## config.mk

```make
export PLATFORM = sky130hd
export DESIGN_NAME = rrf_free_list
export DESIGN_NICKNAME = d
export VERILOG_FILES = /design/src/rtl/rrf_free_list_pkg.sv /design/src/rtl/rrf_free_list.sv
export SDC_FILE = /design/constraint.sdc
export NUM_CORES = 1
export LEC_CHECK = 0
export ABC_AREA = 1
export CORE_UTILIZATION = 54
export DETAILED_ROUTE_END_ITERATION = 12
export GPL_TIMING_DRIVEN = 0
export HOLD_SLACK_MARGIN = 0.06
export PLACE_DENSITY = 0.86
export RECOVER_POWER = 25
export SLEW_MARGIN = 20
export SYNTH_ARGS = -nofsm -noshare
export SYNTH_HDL_FRONTEND = slang
export SYNTH_SLANG_ARGS = --single-unit
```

## constraint.sdc

```tcl
create_clock -name clk_i -period 4.2 [get_ports clk_i]
set_input_delay 0.84 -clock clk_i [delete_from_list [all_inputs] [get_ports clk_i]]
set_output_delay 0.84 -clock clk_i [all_outputs]
set_load 0.01 [all_outputs]
```

## src/rtl/rrf_free_list_pkg.sv

```systemverilog
// Shared sizing and types for the rename register file free list.
// RRF_NUM must stay a power of two so tag arithmetic can wrap naturally.
package rrf_free_list_pkg;
  localparam int RRF_NUM      = 64;
  localparam int RRF_SEL      = 6;
  localparam int RRF_FREE_LEN = RRF_SEL + 1;

  typedef logic [RRF_SEL-1:0]      rrf_tag_t;
  typedef logic [RRF_FREE_LEN-1:0] rrf_cnt_t;

  localparam rrf_cnt_t RRF_FULL_CNT = rrf_cnt_t'(RRF_NUM);
endpackage

```

## src/rtl/rrf_free_list.sv

```systemverilog
// RRF allocation/reclamation as a circular buffer: dispatch allocates at alloc_ptr,
// commit reclaims at com_ptr, and a flush rewinds alloc_ptr to the post-commit com_ptr.
module rrf_free_list
  import rrf_free_list_pkg::*;
(
  input  logic                    clk_i,
  input  logic                    reset_i,
  input  logic [1:0]              alloc_req_i,
  input  logic [1:0]              commit_num_i,
  input  logic                    flush_i,
  output logic                    alloc_en1_o,
  output logic [RRF_SEL-1:0]      alloc_tag1_o,
  output logic                    alloc_en2_o,
  output logic [RRF_SEL-1:0]      alloc_tag2_o,
  output logic                    stall_o,
  output logic [RRF_SEL-1:0]      com_tag1_o,
  output logic [RRF_SEL-1:0]      com_tag2_o,
  output logic [RRF_FREE_LEN-1:0] free_num_o
);

  rrf_tag_t alloc_ptr_q, alloc_ptr_d;
  rrf_tag_t com_ptr_q, com_ptr_d;
  rrf_cnt_t free_num_q, free_num_d;

  logic       grant;
  logic [1:0] grant_num;

  // Grant is judged on the pre-update count, so entries freed this cycle
  // only become allocatable next cycle.
  always_comb begin
    grant     = !flush_i && (free_num_q >= rrf_cnt_t'(alloc_req_i));
    grant_num = grant ? alloc_req_i : 2'd0;
    com_ptr_d = com_ptr_q + rrf_tag_t'(commit_num_i);
    if (flush_i) begin
      alloc_ptr_d = com_ptr_d;
      free_num_d  = RRF_FULL_CNT;
    end else begin
      alloc_ptr_d = alloc_ptr_q + rrf_tag_t'(grant_num);
      free_num_d  = free_num_q - rrf_cnt_t'(grant_num) + rrf_cnt_t'(commit_num_i);
    end
  end

  always_ff @(posedge clk_i) begin
    if (reset_i) begin
      alloc_ptr_q <= '0;
      com_ptr_q   <= '0;
      free_num_q  <= RRF_FULL_CNT;
    end else begin
      alloc_ptr_q <= alloc_ptr_d;
      com_ptr_q   <= com_ptr_d;
      free_num_q  <= free_num_d;
    end
  end

  // Outputs are forced to their reset image while reset is held, so the
  // RRF sees a clean idle interface even before the first reset edge.
  always_comb begin
    alloc_en1_o  = !reset_i && grant && (alloc_req_i != 2'd0);
    alloc_en2_o  = !reset_i && grant && (alloc_req_i == 2'd2);
    stall_o      = !reset_i && (alloc_req_i != 2'd0) && !grant;
    alloc_tag1_o = reset_i ? rrf_tag_t'(0) : alloc_ptr_q;
    alloc_tag2_o = reset_i ? rrf_tag_t'(1) : alloc_ptr_q + rrf_tag_t'(1);
    com_tag1_o   = reset_i ? rrf_tag_t'(0) : com_ptr_q;
    com_tag2_o   = reset_i ? rrf_tag_t'(1) : com_ptr_q + rrf_tag_t'(1);
    free_num_o   = reset_i ? RRF_FULL_CNT : free_num_q;
  end

  // Occupancy truncated to RRF_SEL bits is zero when full, matching equal pointers.
  always_ff @(posedge clk_i) begin
    if (!reset_i) begin
      assert (alloc_req_i != 2'd3);
      assert (commit_num_i != 2'd3);
      assert (rrf_cnt_t'(commit_num_i) <= RRF_FULL_CNT - free_num_q);
      assert (free_num_q <= RRF_FULL_CNT);
      assert (rrf_tag_t'(alloc_ptr_q - com_ptr_q) == rrf_tag_t'(RRF_FULL_CNT - free_num_q));
    end
  end

endmodule
```

==> results_dict.tcl, run 1 <==
set metrics [dict create \
    first_pass_iters 8 \
    reg2reg_to "free_num_q[6]" \
    holdWs_ns 0.580 \
    startpoint "alloc_req_i[1]" \
    ys_async_sr_fraction 0 \
    r2r-start "free_num_q[1]" \
    holdPathEnd "alloc_ptr_q[3]" \
    power_density_mw_per_mm2 300 \
    drtAntennaViolNets 0 \
    synth_common_cells "inv_1, nor2_1, nand2_1" \
    status "finished, violations left" \
    worst_pin_slew_ns 0.291 \
    slew_headroom 0.806 \
    grt_remaining_overflow 0 \
    syn_inst 249 \
    grt_pass1_wl_mm 6.82 \
    crit_type "in -> out" \
    clock_latency_ns 0.30 \
    setup_viol_count_final 0 \
    place_area_mm2 0.00212 \
    power.leakage_nw 1.09 \
    path_clk_slew_ns 0.12 \
    synth_flop_cell "dfxtp_1" \
    violations "design-rule violations" \
    setup_slack_ns 0.430 \
    finalWirelength_mm 3.83 \
    syn_to_final_growth_pct 27.0 \
    arrival_ns 2.93 \
    irDropWorstVdd_v 0.000184 \
    synth-edff-count 0 \
    slew_viol_final 0 \
    htreeDepth 1 \
    min_path_cells 3 \
    crit_fanout 3 \
    core_area_mm2 0.00285 \
    syn_nets 280 \
    grt_max_degree 12 \
    dpl.cell_count 319 \
    cts_root_buf "clkbuf_4" \
    cap_violations 0 \
    cts_buffer_depth 2 \
    reg2reg_slack_ns 1.26 \
    dp_slack_ns 0.226 \
    max_freq_mhz 265 \
    drt_iter0_drc 59 \
    design_area_mm2 0.00215 \
    tns_ns 0 \
    rr_worst_depth 13 \
    die_w_um 58.0 \
    synth_area_leaders "dfxtp_1, ha_1, inv_1" \
    fillCellCount 249 \
    required_ns 3.36 \
    synth.avg_cell_area_um2 6.80 \
    fin_cells 323 \
    seq_area_frac_synth 0.225 \
    endpoint_kind "primary output" \
    synthMostInstantiatedCell "inv_1" \
    synth_top_area_cell "dfxtp_1" \
    drt-wirelength-per-cell_um 11.9 \
    postCtsSetupBuffers 0 \
    hold_viol_final 0 \
    numPortBuffers 39 \
    min_period_ns 3.77 \
    min-delay-start "alloc_ptr_q[3]" \
    ctsResizeCount 0 \
    place_congestion 0.855 \
    fin_skew_ns 0.00382 \
    tritoncts "yes" \
    cts_sinks 19 \
    start_util 0.594 \
    grt_pass1_vias 1516 \
    antenna_cells 0 \
    synth_top_area_frac 0.225 \
    post-route-drc-count 4 \
    hpwl_mm 3.10 \
    holdCritPathClass "reg -> reg" \
    yosys_warnings 0 \
    design.portCount 41 \
    antenna_found_initial 0 \
    numCtsBuffers 3 \
    grt_use_total 0.262 \
    synth_cell_types 25 \
    finalCritPeriodShare 0.898 \
    viasPerCell 5.07 \
    start_kind "primary input" \
    vias 1638 \
    core.rowCount 19 \
    dieArea_mm2 0.00337 \
    die_height_um 58.0 \
    cts_hold_buffers 0 \
    final_nets 324 \
    drive_above_1_share 0.0890 \
    rsz0062_at_grt "no" \
    syn_area_mm2 0.00169 \
    ys_seq_elements 19 \
]
[through the flow]
stage | util | power, mW
after floorplan | - | 0.449
after global placement | 0.744 | 0.539
after detailed placement | 0.744 | 0.549
after CTS | 0.754 | 0.649
after global routing | 0.754 | 0.714
final | 0.754 | 0.646
[final cells by class]
class	count	area, um^2	share of cell area
clock buffers	3	22.5	0.0105
plain buffers	6	67.6	0.0314
clock inverters	1	5.00	0.00233
well taps	31	38.8	0.0180
inverters	55	206	0.0960
repair buffers	39	390	0.182
multi-input cells	169	1040	0.483
flip-flops and latches	19	380	0.177
[worst max-delay path: stages]
cell and delay, ns:
clkdlybuf4s50_1 0.47, inv_1 0.08, ha_1 0.30, inv_1 0.05, o21ai_0 0.19, nand2_1 0.07
nand3_1 0.14, nand2_1 0.11, nor2_1 0.12, clkdlybuf4s50_1 0.55
[layout by cell type, fill, tap and decap left out, drive strengths merged]
master | netlist | final
dlygate4sd3 | 0 | 8
nand3 | 19 | 19
a21oi | 15 | 15
and2 | 1 | 1
xnor2 | 2 | 2
o21bai | 1 | 1
nand4 | 4 | 4
nor2 | 46 | 46
clkdlybuf4s50 | 0 | 31
fa | 4 | 4
nand3b | 1 | 1
nor3 | 1 | 1
xor2 | 2 | 2
clkbuf | 0 | 3
inv | 55 | 55
nand2 | 41 | 41
clkinv | 0 | 1
dfxtp | 19 | 19
ha | 20 | 20
buf | 6 | 6
o21ai | 11 | 11
a31oi | 1 | 1
[where the power goes]
group	total [mW]	switching [mW]	internal, mW	leakage, nW
Combinational	0.329	0.188	0.141	0.917
Clock	0.0986	0.0631	0.0355	0.0177
Sequential	0.219	0.0166	0.202	0.156
Total	0.646	0.268	0.378	1.09
[flip-flops by register name (all words and copies together) (netlist names)]
| register | flops |
|---|---|
| alloc_ptr_q | 6 |
| com_ptr_q | 6 |
| free_num_q | 7 |
[layer usage]
metal  vias to the layer above  GRT usage  wire length, um
met5                         -          0                0
met4                         0     0.0918               64
met3                         6     0.0313              239
met2                        50      0.401             1700
met1                       727      0.382             1830
li1                        855          -                -
[worst max-delay path by stage]
stage | endpoint | slack [ns]
after floorplan | free_num_q[6] | 1.05
after global placement | free_num_q[6] | 0.29
after detailed placement | free_num_q[6] | 0.23
after CTS | alloc_en1_o | 0.42
after global routing | alloc_en1_o | 0.28
final | alloc_en1_o | 0.43
[cells by family (layout without fill, tap and decap cells)]
| family | after synthesis | after routing | synth area share |
|---|---|---|---|
| buf+inv | 61 | 104 | 0.162 |
| fa+ha+maj | 24 | 24 | 0.195 |
| compound gates | 28 | 28 | 0.0960 |
| flops | 19 | 19 | 0.225 |
| xor+xnor | 4 | 4 | 0.0207 |
| simple gates | 113 | 113 | 0.302 |
Power figures use the tool's default switching activity.
==> run 2: changes to the inputs <==
--- a/config.mk
+++ b/config.mk
@@ -12,7 +12,6 @@
 export HOLD_SLACK_MARGIN = 0.06
 export PLACE_DENSITY = 0.86
 export RECOVER_POWER = 25
-export SLEW_MARGIN = 20
 export SYNTH_ARGS = -nofsm -noshare
 export SYNTH_HDL_FRONTEND = slang
 export SYNTH_SLANG_ARGS = --single-unit
==> results of run 2 <==
The final DEF is identical to that of run 1; final timing and power are the same.
